==> config.mk <==
export PLATFORM = sky130hd
export DESIGN_NAME = ps2_key_event_fifo
export DESIGN_NICKNAME = d
export VERILOG_FILES = /design/src/rtl/ps2_key_event_fifo.sv
export SDC_FILE = /design/constraint.sdc
export NUM_CORES = 1
export LEC_CHECK = 0
export CAP_MARGIN = 20
export CORE_UTILIZATION = 50
export DETAILED_ROUTE_END_ITERATION = 10
export PLACE_DENSITY = 0.71
export SKIP_CTS_REPAIR_TIMING = 1
export SYNTH_ARGS = -nofsm -noshare
export SYNTH_HDL_FRONTEND = slang
export SYNTH_SLANG_ARGS = --single-unit
==> constraint.sdc <==
create_clock -name inclock -period 5.48 [get_ports inclock]
set_clock_uncertainty 0.2 [all_clocks]
set_input_delay 1.096 -clock inclock [delete_from_list [all_inputs] [get_ports inclock]]
set_output_delay 1.096 -clock inclock [all_outputs]
set_load 0.005 [all_outputs]
==> src/rtl/ps2_key_event_fifo.sv <==
// PS/2 scan-code set 2 decoder feeding a show-ahead key event FIFO.
// Optional auto-repeat suppression is enabled by defining PS2_TYPEMATIC_FILTER_EN.
module ps2_key_event_fifo #(
  parameter int AW = 3
) (
  input  logic          inclock,
  input  logic          resetn,
  input  logic [7:0]    rx_data,
  input  logic          rx_valid,
  output logic [7:0]    ev_code,
  output logic          ev_break,
  output logic          ev_ext,
  output logic          ev_valid,
  input  logic          ev_ready,
  output logic [AW:0]   ev_count,
  output logic          overflow,
  input  logic          ovf_clr,
  output logic [7:0]    last_data_received
);

  localparam int DEPTH = 2 ** AW;
  localparam logic [AW:0]   FULL_COUNT = (AW + 1)'(DEPTH);
  localparam logic [AW:0]   CNT_ZERO   = {(AW + 1){1'b0}};
  localparam logic [AW-1:0] PTR_ONE    = {{(AW - 1){1'b0}}, 1'b1};

  typedef enum logic [1:0] {
    ST_IDLE = 2'd0,
    ST_E0   = 2'd1,
    ST_F0   = 2'd2,
    ST_E0F0 = 2'd3
  } dec_state_t;

  function automatic logic is_control(input logic [7:0] b);
    case (b)
      8'h00, 8'hAA, 8'hEE, 8'hFA, 8'hFC, 8'hFD, 8'hFE, 8'hFF: is_control = 1'b1;
      default:                                                 is_control = 1'b0;
    endcase
  endfunction

  dec_state_t      state_r;
  dec_state_t      state_nx_s;
  logic            emit_s;
  logic            emit_brk_s;
  logic            emit_ext_s;
  logic            push_s;
  logic            pop_s;
  logic            full_s;
  logic            push_ok_s;
  logic            ovf_set_s;
  logic [AW-1:0]   wr_ptr_r;
  logic [AW-1:0]   rd_ptr_r;
  logic [AW:0]     count_r;
  logic            overflow_r;
  logic [7:0]      last_r;
  logic [9:0]      mem_r [DEPTH];
  logic [9:0]      head_s;

  // Decoder next state and event emission for the current byte.
  always_comb begin
    state_nx_s = state_r;
    emit_s     = 1'b0;
    emit_brk_s = 1'b0;
    emit_ext_s = 1'b0;
    if (rx_valid) begin
      if (is_control(rx_data)) begin
        state_nx_s = ST_IDLE;
      end else if (rx_data == 8'hF0) begin
        case (state_r)
          ST_IDLE: state_nx_s = ST_F0;
          ST_E0:   state_nx_s = ST_E0F0;
          ST_F0:   state_nx_s = ST_F0;
          ST_E0F0: state_nx_s = ST_E0F0;
          default: state_nx_s = ST_IDLE;
        endcase
      end else if ((rx_data == 8'hE0) && (state_r != ST_F0)) begin
        // After a lone F0 an E0 byte is not a legal prefix, so it falls through as a code.
        case (state_r)
          ST_IDLE: state_nx_s = ST_E0;
          ST_E0:   state_nx_s = ST_E0;
          ST_E0F0: state_nx_s = ST_E0F0;
          default: state_nx_s = ST_IDLE;
        endcase
      end else begin
        emit_s     = 1'b1;
        emit_brk_s = (state_r == ST_F0) || (state_r == ST_E0F0);
        emit_ext_s = (state_r == ST_E0) || (state_r == ST_E0F0);
        state_nx_s = ST_IDLE;
      end
    end else begin
      state_nx_s = state_r;
    end
  end

  // Decoder state register.
  always_ff @(posedge inclock) begin
    if (!resetn) begin
      state_r <= ST_IDLE;
    end else begin
      state_r <= state_nx_s;
    end
  end

  // Raw byte capture, including prefix and control bytes.
  always_ff @(posedge inclock) begin
    if (!resetn) begin
      last_r <= 8'hF0;
    end else if (rx_valid) begin
      last_r <= rx_data;
    end else begin
      last_r <= last_r;
    end
  end

`ifdef PS2_TYPEMATIC_FILTER_EN
  logic       held_valid_r;
  logic [8:0] held_key_r;
  logic       held_match_s;

  assign held_match_s = held_valid_r && (held_key_r == {emit_ext_s, rx_data});

  // Suppress repeated makes of the held key.
  always_comb begin
    if (emit_s && !emit_brk_s && held_match_s) begin
      push_s = 1'b0;
    end else begin
      push_s = emit_s;
    end
  end

  // Track the most recent make; its own break releases it.
  always_ff @(posedge inclock) begin
    if (!resetn) begin
      held_valid_r <= 1'b0;
      held_key_r   <= 9'h000;
    end else if (emit_s && !emit_brk_s && !held_match_s) begin
      held_valid_r <= 1'b1;
      held_key_r   <= {emit_ext_s, rx_data};
    end else if (emit_s && emit_brk_s && held_match_s) begin
      held_valid_r <= 1'b0;
      held_key_r   <= held_key_r;
    end else begin
      held_valid_r <= held_valid_r;
      held_key_r   <= held_key_r;
    end
  end
`else
  assign push_s = emit_s;
`endif

  assign full_s    = (count_r == FULL_COUNT);
  assign pop_s     = (count_r != CNT_ZERO) && ev_ready;
  assign push_ok_s = push_s && (!full_s || pop_s);
  assign ovf_set_s = push_s && full_s && !pop_s;

  // Event storage; entries are {ext, break, code}.
  always_ff @(posedge inclock) begin
    if (push_ok_s) begin
      mem_r[wr_ptr_r] <= {emit_ext_s, emit_brk_s, rx_data};
    end
  end

  // Pointer, occupancy and sticky overflow bookkeeping.
  always_ff @(posedge inclock) begin
    if (!resetn) begin
      wr_ptr_r   <= {AW{1'b0}};
      rd_ptr_r   <= {AW{1'b0}};
      count_r    <= CNT_ZERO;
      overflow_r <= 1'b0;
    end else begin
      wr_ptr_r   <= push_ok_s ? (wr_ptr_r + PTR_ONE) : wr_ptr_r;
      rd_ptr_r   <= pop_s ? (rd_ptr_r + PTR_ONE) : rd_ptr_r;
      count_r    <= count_r + {{AW{1'b0}}, push_ok_s} - {{AW{1'b0}}, pop_s};
      if (ovf_set_s) begin
        overflow_r <= 1'b1;
      end else if (ovf_clr) begin
        overflow_r <= 1'b0;
      end else begin
        overflow_r <= overflow_r;
      end
    end
  end

  // Show-ahead head, forced to zero while empty.
  always_comb begin
    if (count_r != CNT_ZERO) begin
      head_s = mem_r[rd_ptr_r];
    end else begin
      head_s = 10'h000;
    end
  end

  assign ev_valid           = (count_r != CNT_ZERO);
  assign ev_code            = head_s[7:0];
  assign ev_break           = head_s[8];
  assign ev_ext             = head_s[9];
  assign ev_count           = count_r;
  assign overflow           = overflow_r;
  assign last_data_received = last_r;

endmodule

Yosys cells after proc, flatten, opt, wreduce, memory -nomap -nowiden
Memories as Yosys holds them, arrays and structs flattened. A register that Yosys moved wholly into a read port is not among the register bits.
Cells that the tools add are included.

storage, ports and cells
  register bits after elaboration = 21
  output and inout bits = 24
  memories = 1
  bits in writable memories = 80
  word-level logic and storage cells = 69
  input bits = 13

operators by class
  reduce and logical (&&, ||, !) cells = 18
  multiplexer cells = 26
  eq/ne operators = 14
  $add $sub $neg = 4

memory list
  name   words  bits a word  rd ports  clocked after memory_dff  wr ports  RTL line  RTL
  mem_r  8      10           1         1                         1         55        logic [9:0] mem_r [DEPTH];

operator list
  operator               count
  $eq A8 B8 Y1 const B   9
  $mux W1                18
  $mux W10               1
  $logic_not A8 Y1       1
  $pmux W2 S2            2
  $reduce_or A8 Y1       1
  $add A3 B1 Y3 const B  2
  $mux W2                3
  $mux W3                2
  $reduce_or A2 Y1       3
  $logic_and A1 B1 Y1    5
  $add A4 B1 Y4          1
  $eq A2 B2 Y1 const B   2
  $eq A4 B4 Y1 const B   1
  $reduce_bool A4 Y1     1
  $sub A4 B1 Y4          1
  $logic_or A1 B1 Y1     3
  $eq A2 B1 Y1 const B   1
  $logic_not A1 Y1       2
  $logic_not A2 Y1       1
  $ne A2 B2 Y1 const B   1
  $reduce_bool A2 Y1     1

Depth between registers and ports, before layout
Gate-level depths: netlist of the first run.

  word-level depth = 9
  gate-level depth with buffers = 11
  gate-level depth less buffers = 11

Least setup slack after synthesis of the first run
Ideal clock, no wire load.

  path kind = input-to-reg
  start point = input port rx_data[4]
  end point = memory mem_r[4][0] (enable)
  cell stages on the path = 5
  arrival = 2947 ps
  slack = 1930 ps
  setup time = 404 ps
  buffers on the path = 0
  data required time = 4876 ps
  cell sequence = nor3b_2 > o32ai_2 > a211oi_4 > nand2_4 > nor4_1

between the ends
  longest elaborated chain between the ends = 9
  elaborated cells between the ends (all ways) = 21
  classes of those cells = 9 x eq/ne; 8 x mux; 4 x reduce/logical

ends and longest elaborated chain
  element                                                  RTL line  RTL
  from (decl)                                              8         input logic [7:0] rx_data,
  $eq A8 B8 Y1 (tied with other cells)                     34        case (b)
  $reduce_or A8 Y1 or $logic_and A1 B1 Y1 (tied branches)  34, 75
  $mux W1, on equally long branches                        34, 75
  $mux W1, on equally long branches                        64, 67
  $mux W1 (*)                                              65        if (is_control(rx_data)) begin
  $mux W1 (*)                                              64        if (rx_valid) begin
  $logic_and A1 B1 Y1 (*)                                  152       assign push_ok_s = push_s && (!full_s || pop_s);
  $mux W1 (*)                                              157       if (push_ok_s) begin
  $mux W1 (implied by the code) (*)                        158       mem_r[wr_ptr_r] <= {emit_ext_s, emit_brk_s, rx_data};
  to (decl)                                                55

Every way passes the cells marked *; elsewhere a longest branch is shown, timed or not. The select of a mux whose other input is x is not followed.

Worst setup path in the final report of the first run
  start point = input port rx_data[7]
  end point = register count_r[3] (netlist: ev_count[3])

between the ends
  longest elaborated chain between the ends = 9
  elaborated cells between the ends (all ways) = 21
  classes of those cells = 2 x add/sub; 9 x eq/ne; 6 x mux; 4 x reduce/logical

ends and longest elaborated chain
  element                                                  RTL line  RTL
  $eq A8 B8 Y1 (tied with other cells)                     34
  $reduce_or A8 Y1 or $logic_and A1 B1 Y1 (tied branches)  34, 75
  $mux W1, on equally long branches                        34, 75
  $mux W1, on equally long branches                        64, 67
  $mux W1 (*)                                              65
  $mux W1 (*)                                              64
  $logic_and A1 B1 Y1 (*)                                  152
  $add A4 B1 Y4 (*)                                        172       count_r <= count_r + {{AW{1'b0}}, push_ok_s} - {{AW{1'b0}}, pop_s};
  $sub A4 B1 Y4 (*)                                        172
  to (signal assigned)                                     172
  to (decl)                                                52        logic [AW:0] count_r;

Marks and branches as above.
A chain may end at the register's enable or synchronous reset.

==> results of run 1 <==
-- worst max-delay path by stage --
stage                                         to  slack [ns]  cells after the start
after detailed placement  ev_count[3]$_SDFF_PN0_        1.22                     11
after global placement    ev_count[3]$_SDFF_PN0_        1.24                     11
after CTS                             ev_code[2]        1.49                      4
after floorplan            mem_r[4][0]$_DFFE_PP_        1.93                      5
final                     ev_count[3]$_SDFF_PN0_        1.57                     11
after global routing      ev_count[3]$_SDFF_PN0_        1.40                     11
-- cells by family after synthesis --
kind of cell	count (synthesis)	share of synthesized area
compound gates	12	0.0225
xor+xnor	4	0.00817
fa+ha+maj	8	0.0251
buf+inv	19	0.0172
flops	104	0.672
mux	41	0.154
simple gates	76	0.101
-- stage by stage --
stage	utilization	setup WS, ns	area [µm²]	hold WS, ns
2_1_floorplan	-	1.93	4290	0.265
3_3_place_gp	0.584	1.24	4830	0.256
3_5_place_dp	0.584	1.22	4830	0.262
4_1_cts	0.607	1.49	5010	0.293
5_1_grt	0.607	1.40	5010	0.320
6_report	0.607	1.57	5010	0.285
-- power breakdown --
part / internal (mW) / switching (mW) / leakage (nW) / total [mW]
Combinational: 0.317 / 0.208 / 0.661 / 0.525
Clock: 0.175 / 0.272 / 0.0899 / 0.447
Sequential: 0.911 / 0.0829 / 0.910 / 0.994
Total: 1.40 / 0.563 / 1.66 / 1.97
-- sequential cells by signal (all words and copies together), names as in the netlist, named ones only --
signal	cells
state_r	2
overflow	1
rd_ptr_r	3
ev_count	4
last_data_received	8
wr_ptr_r	3
mem_r	80
-- synthesized netlist by cell type (all sizes together) --
| library cell | number |
|---|---|
| inv | 8 |
| a21oi | 3 |
| nand2 | 15 |
| nor4 | 4 |
| nor3b | 2 |
| nor3 | 5 |
| o21ai | 3 |
| and2 | 8 |
| nand4 | 3 |
| ha | 7 |
| nand3 | 8 |
| a211oi | 2 |
| and3 | 2 |
| edfxtp | 80 |
| xor2 | 1 |
| nor2 | 13 |
| a21boi | 2 |
| xnor2 | 3 |
| nor4b | 1 |
| mux2i | 21 |
| dfxtp | 24 |
| o32ai | 1 |
| a21o | 1 |
| mux4 | 20 |
| nor2b | 7 |
| clkbuf | 7 |
| buf | 4 |
| or2 | 2 |
| nand2b | 6 |
| fa | 1 |
-- layer usage --
| layer | part of all wire | GRT usage |
|---|---|---|
| met1 | 0.47 | 0.279 |
| met2 | 0.48 | 0.295 |
| met3 | 0.032 | 0.0282 |
| met4 | 0.012 | 0.0783 |
| met5 | 0 | 0 |
-- critical path, delay by kind of cell --
kind	cells	cell delay, ns
adder cells (fa/ha/maj)	1	0.26
AND/OR/NAND/NOR	4	0.82
XOR/XNOR	1	0.08
buffers and inverters	1	0.80
AO/OA/AOI/OAI	4	0.91
-- layout make-up --
class / count / area [µm²]
Clock buffer: 9 / 124
Sequential cell: 104 / 2880
Clock inverter: 7 / 63.8
Multi-Input combinational cell: 141 / 1350
Tap cell: 105 / 131
Timing Repair Buffer: 46 / 435
Fill cell: 654 / 3240
Inverter: 8 / 30.0
==> results by stage, run 1 <==
Detailed routing:
- For this run, the detailed router's first-pass iteration total came to 4.
- The iteration-0 DRC count of the detailed router is between 100 and 150.
- Wires add up to roughly 7600 µm.
- Dividing the detail-routed via count by the number of cells gives ~5.5.
- Once detail routing completed, the nets flagged for antenna violations numbered 0.
- The post-detailed-route DRC marker count is 0.
- The routed length per instance is roughly 18 µm.
- The detailed router placed ~2300 vias in this run.

Worst setup path:
- The number of cell instances on the worst register-to-register path is 11.
- The element type at the critical path start is an input pin.
- The maximum fanout count along the critical path is 13.
- The launching element of the worst setup path is rx_data[7].
- The cell with the most instances on the worst path is and2_1.
- The flop-to-flop setup slack is ~2.7 ns.
- In this design, the stage delay of the slowest critical-path cell is around 0.8 ns.
- The category of the most critical setup path is input pin to flip-flop.
- In this run the critical register-to-register path is captured at ev_count[2]$_SDFF_PN0_.
- The required time at the endpoint of the critical path is roughly 5.5 ns.
- Traced cell by cell, the critical path runs through clkdlybuf4s50_1 > nand3_1 > a211oi_1 > a211oi_4 > and2_1 > or2_1 > ha_1 > a21o_1 > a21oi_1 > xor2_1 > and2_1.
- The slowest cell on the critical path is clkdlybuf4s50_1.
- The reg-to-reg critical path startpoint is ev_count[2]$_SDFF_PN0_.
- STA classifies the critical path endpoint as a flip-flop.
- For the worst setup path, the data arrival time is 3.96 ns.

Final layout:
- The antenna cell count is 0.
- The commonest non-fill, non-tap cell in the layout is edfxtp_1.
- Leaving out fill and tap cells, the most frequent cells in the layout are edfxtp_1 (80), clkdlybuf4s50_1 (36), dfxtp_1 (23).
- Relative to the synthesized area, the layout overhead comes to 16.9%.
- Leaving out filler cells and counting taps, the final layout contains 420.
- The total number of nets in the final design is roughly 330.
- The fraction of layout cells with a size suffix above 1 is 0.184.

Worst hold path:
- The type of the tightest min-delay check is flip-flop to flip-flop.
- The number of cells on the worst hold path is 2.
- The worst hold path terminates at last_data_received[5]$_SDFFE_PN1P_.
- The start point of the worst hold path is last_data_received[5]$_SDFFE_PN1P_.

Yosys:
- The number of nets in the synthesized netlist is 285.
- The synthesized area is approximately 0.0043 mm².
- The gate count of the mapped netlist is around 260.
- The number of warnings reported in the yosys synthesis log is 0.
- After synthesis the netlist holds a flip-flop and latch count of 104.
- Averaged over all synthesized cells, the footprint is roughly 16 µm².
- The largest total area in the synthesized netlist belongs to edfxtp_1.
- The distinct cell type count of the synthesized netlist is 39.
- Of the synthesized area, sequential elements account for 0.672.
- In the post-synthesis netlist, the biggest area contributors are edfxtp_1 (56%), dfxtp_1 (11%), mux4_2 (11%), mux2i_1 (4.9%), ha_1 (2.0%).
- The fraction of synthesized cell area taken by the top area cell type is 0.560.

Timing:
- At the pin with the least slew margin, the transition time is between 0.9 and 1 ns.
- The max-slew violation total from the final report is 0.
- Of the available clock period, the critical path in the final layout requires 0.713.
- Adding up every negative setup slack in the final design gives 0 ns.
- The total count of hold-check failures in the final report is 0.
- Setup repair after global routing left no endpoint under its margin.
- Static timing analysis puts the maximum clock frequency at about 260 MHz.
- The count of final setup violators is 0.
- The routed design could run at a clock period as short as between 3 and 4 ns.
- In this run the tightest slew margin relative to its limit is 0.338.

Placement:
- The number of buffer cells added on primary ports is 36.
- Including well taps, the total number of placed cells is 404.
- The wire-length estimate of the detail-placed layout is 4960 µm.
- The placer congestion estimate is between 0.7 and 0.8.

Clock network:
- The clock input transition at the sequential cells of the worst setup and hold paths is roughly 0.10 ns.
- Clock tree synthesis found a total of about 100 sinks.
- The CTS H-tree depth is 3.
- No sink is reached through more buffers than the 2 on the longest clock path.
- The CTS tree is done.
- The root buffer cell chosen for the clock tree is clkbuf_8.
- For the worst-skew pair, the clock arrives at the later sink with an insertion delay of about 0.36 ns.
- TritonCTS created 9 clock buffers.

Global routing:
- The largest net degree at the start of global routing is 26.
- The number of antenna violations at the first check in global routing was 0.
- Summed over all layers, the global routing overflow is 0.
- The global-route usage over all layers is 0.193.
- The number of global-route vias before repair came to ~2300.
- The first global-routing pass estimated ~12000 µm of wire.

Floorplanning:
- Row generation in the floorplan step produced 33 rows.
- The die is 94.6 µm wide.
- The I/O pin count is 37.
- The floorplan step defined a die boundary enclosing 0.00895 mm².
- The floorplan step set the die height to 94.6 µm.
- The region available for standard cell placement spans 0.00826 mm².
- The effective utilization at floorplan is 0.519.

Status:
- The run finished with clean final reports.

Power:
- VDD sags by at most around 0.24 mV.
- The final total power is 1.97 mW.
- For this design the ratio of total power to cell area is between 300 and 400 mW/mm².
- Summed over all cells, the static leakage comes to about 1.7 nW.

Flow run:
- Across the run, the number of max-cap violations was 0.
Note: power is estimated with default switching activity, not from simulation.
==> inputs of run 2 (changes only) <==
--- a/config.mk
+++ b/config.mk
@@ -8,7 +8,7 @@
 export CAP_MARGIN = 20
 export CORE_UTILIZATION = 50
 export DETAILED_ROUTE_END_ITERATION = 10
-export PLACE_DENSITY = 0.71
+export PLACE_DENSITY = 0.73
 export SKIP_CTS_REPAIR_TIMING = 1
 export SYNTH_ARGS = -nofsm -noshare
 export SYNTH_HDL_FRONTEND = slang
==> constraint.sdc (replaced) <==
create_clock -name inclock -period 3.55 [get_ports inclock]
set_clock_uncertainty 0.2 [all_clocks]
set_input_delay 0.71 -clock inclock [delete_from_list [all_inputs] [get_ports inclock]]
set_output_delay 0.71 -clock inclock [all_outputs]
set_load 0.005 [all_outputs]
==> results by stage, run 2 (synthesis gave the netlist of run 1 again) <==
Status:
- The flow ran to the end, and the final reports show no timing, DRC or antenna violations.

Floorplanning:
- The die area is 0.00895 mm² (unchanged).
- The I/O pin count is 37 (unchanged).
- The height of the chip is 94.6 µm (unchanged).
- The width of the chip was 94.6 µm (unchanged).
- The effective utilization at floorplan was 0.519 (unchanged).
- The number of core rows is 33 (unchanged).
- The core outline area is 0.00826 mm² (unchanged).

Worst setup path:
- Traced cell by cell, the critical path runs through buf_4 > mux4_2 > mux2i_1 > nor2_1 > clkdlybuf4s50_1.
- The number of cell instances on the worst register-to-register path is 11 (unchanged).
- The element type at the critical path start is a flip-flop.
- The category of the most critical setup path is flip-flop to primary output.
- The count of buffering cells on the critical path with inverters included is 2 (+1).
- In this run the critical register-to-register path is launched from ev_count[2]$_SDFF_PN0_.
- The required time at the endpoint of the critical path is 2.64 ns (-2.90 ns).
- The delay of the slowest critical-path stage is 0.56 ns (-0.24 ns).
- The maximum fanout count along the critical path is 20 (+7).
- The flop-to-flop setup slack is 0.70 ns (-1.96 ns).
- The cell family contributing the most delay on the critical path is buffers and inverters.
- The slowest cell on the critical path is mux4_2.
- STA classifies the critical path endpoint as a primary output.
- The worst register-to-register path ends at ev_count[2]$_SDFF_PN0_.
- The worst path arrival time is 2.39 ns (-1.57 ns).

Worst hold path:
- The path with the worst hold slack has its endpoint at last_data_received[5]$_SDFFE_PN1P_.
- The number of cells on the worst hold path came to 2 (unchanged).
- In this run the most critical hold path is launched from last_data_received[5]$_SDFFE_PN1P_.
- The type of the tightest min-delay check is flip-flop to flip-flop.

Final layout:
- Ranked by flip-flop count, first place goes to mem_r.
- The number of flip-flops under the largest register name was 80 (unchanged).
- The total number of nets in the final design is 351 (+6.0%).
- The library cells used most frequently in the layout, excluding fill and tap cells, are edfxtp_1 (80), clkdlybuf4s50_1 (36), buf_4 (30).
- The total area of multi-input combinational cells is 0.00135 mm² (unchanged).
- The fraction of layout cells with a size suffix above 1 is 0.230 (+0.0457).
- The final-layout fill cell count came to 633 (-3.2%).
- The commonest non-fill, non-tap cell in the layout is edfxtp_1.
- The antenna cell count is 0 (unchanged).
- The sequential cell area is 0.00288 mm² (about the same).
- The synthesis-to-layout area growth is 21.8%.
- The final cell count without fillers was 440 (+4.8%).

Detailed routing:
- The post-detailed-route DRC marker count is 0 (unchanged).
- The wire length reported by the detailed router was 7990 µm (+5.2%).
- The iteration-0 DRC count of the detailed router is 128 (-13%).
- The antenna violation net count after detailed routing is 0 (unchanged).
- The overall via count from detail_route is 2419 (+5.4%).
- The total iterations of the first detailed-routing run came to 4 (unchanged).
- The routed length per instance is 18.2 µm (+0.41%).
- The detail-routed via count per cell came to 5.50 (+0.57%).

Power:
- The worst IR drop on VDD is 0.381 mV (+59%).
- The areal power density over the cells is 624 mW/mm² (+59%).
- The reported leakage power is 1.79 nW (+7.9%).
- The final total power was 3.26 mW (+66%).

Clock network:
- The clock tree buffer depth is 2 (unchanged).
- The cell at the root of the clock tree is clkbuf_8.
- The number of clock sinks was 104 (unchanged).
- The clock insertion delay at the later pin of the skew report was 0.36 ns (about the same).
- The CTS tree is done.
- The CTS H-tree depth was 3 (unchanged).
- The clock input transition at the sequential cells of the worst setup and hold paths came to 0.10 ns (about the same).
- The CTS buffer count is 9 (unchanged).

Placement:
- The number of buffer cells added on primary ports is 36 (unchanged).
- The placer congestion estimate was 0.748 (-1.9%).
- The cell count after placement is 424 (+5.0%).
- The sum of net half-perimeters after detailed placement was 5340 µm (+7.7%).

Flow run:
- The number of max-cap violations was 0 (unchanged).

Timing:
- The worst path in the final design needs a cycle of roughly 3.3 ns, including I/O delays and setup.
- The worst slew margin relative to its limit was 0.488 (+0.150).
- The count of final setup violators is 0 (unchanged).
- The slew at the pin closest to its max-slew limit is 0.766 ns (-0.226 ns).
- The max-slew violation total from the final report is 0 (unchanged).
- The worst hold slack across all endpoints is 0.279 ns (-0.00599 ns).
- The achievable clock frequency is ~300 MHz.
- The total count of hold-check failures in the final report came to 0 (unchanged).
- Setup repair after global routing left no endpoint under its margin.
- The final critical-path share of the clock period is 0.929.

Global routing:
- The wire length of the first global-routing pass is 12800 µm (+3.6%).
- The global-route usage over all layers is 0.200 (+0.00727).
- The number of antenna violations at the first check in global routing came to 0 (unchanged).
- The total global routing overflow was 0 (unchanged).
- The number of global-route vias before repair is 2469 (+7.4%).
- The largest net degree at the start of global routing is 26 (unchanged).
-- run 2: cell count changes in the layout (fill, tap and decap cells not counted), sizes merged --
cell and change:
buf +20, bufinv +3, clkinv -1, clkinvlp -1
inv -1
-- run 2: how the worst max path moves through the flow --
stage / start / to / slack (ns) / depth (start not counted)
after CTS: flip-flop / ev_code[0] / 0.20 / 5
after global placement: rx_data[3] / ev_count[3]$_SDFF_PN0_ / 0.02 / 11
after detailed placement: rx_data[3] / ev_count[3]$_SDFF_PN0_ / -0.002 / 11
after global routing: flip-flop / ev_code[0] / 0.09 / 5
after floorplan: rx_data[4] / mem_r[4][0]$_DFFE_PP_ / 0.39 / 5
final: flip-flop / ev_code[0] / 0.25 / 5
-- run 2: metrics by stage --
step | util | setup TNS [ns] | setup slack [ns] | area (µm²)
4_1_cts | 0.633 | 0 | 0.202 | 5230
6_report | 0.633 | 0 | 0.253 | 5230
3_3_place_gp | 0.602 | 0 | 0.0230 | 4970
5_1_grt | 0.633 | 0 | 0.0937 | 5230
2_1_floorplan | - | 0 | 0.386 | 4290
3_5_place_dp | 0.602 | -0.00164 | -0.00164 | 4970
-- run 2: power by group --
part | internal [mW] | total, mW | switching [mW]
Sequential | 1.41 | 1.46 | 0.0518
Combinational | 0.512 | 0.923 | 0.411
Clock | 0.477 | 0.882 | 0.406
-- run 2: worst reg2reg max path, stage by stage, from the launching register on --
cell and delay, ns:
dfxtp_1 0.33, inv_1 0.10, ha_1 0.17, and2_1 0.44
inv_1 0.19, nand2_1 0.23, mux2i_1 0.22, ha_1 0.19
inv_1 0.05, fa_1 0.37, xnor2_1 0.13, and2_1 0.15
-- run 2: cell type report --
cell class	count	share of cell area
inverter	8	0.00575
sequential	104	0.552
multi-input combinational	141	0.257
clock inverter	7	0.0242
timing repair buffer	66	0.112
tap	105	0.0251
clock buffer	9	0.0237
-- run 2: metal layers --
| layer | vias up | track usage | wire [µm] |
|---|---|---|---|
| met3 | 10 | 0.0274 | 284 |
| li1 | 1131 | - | - |
| met1 | 1219 | 0.270 | 3590 |
| met5 | - | 0 | 0 |
| met4 | 0 | 0.0745 | 128 |
| met2 | 59 | 0.332 | 3990 |
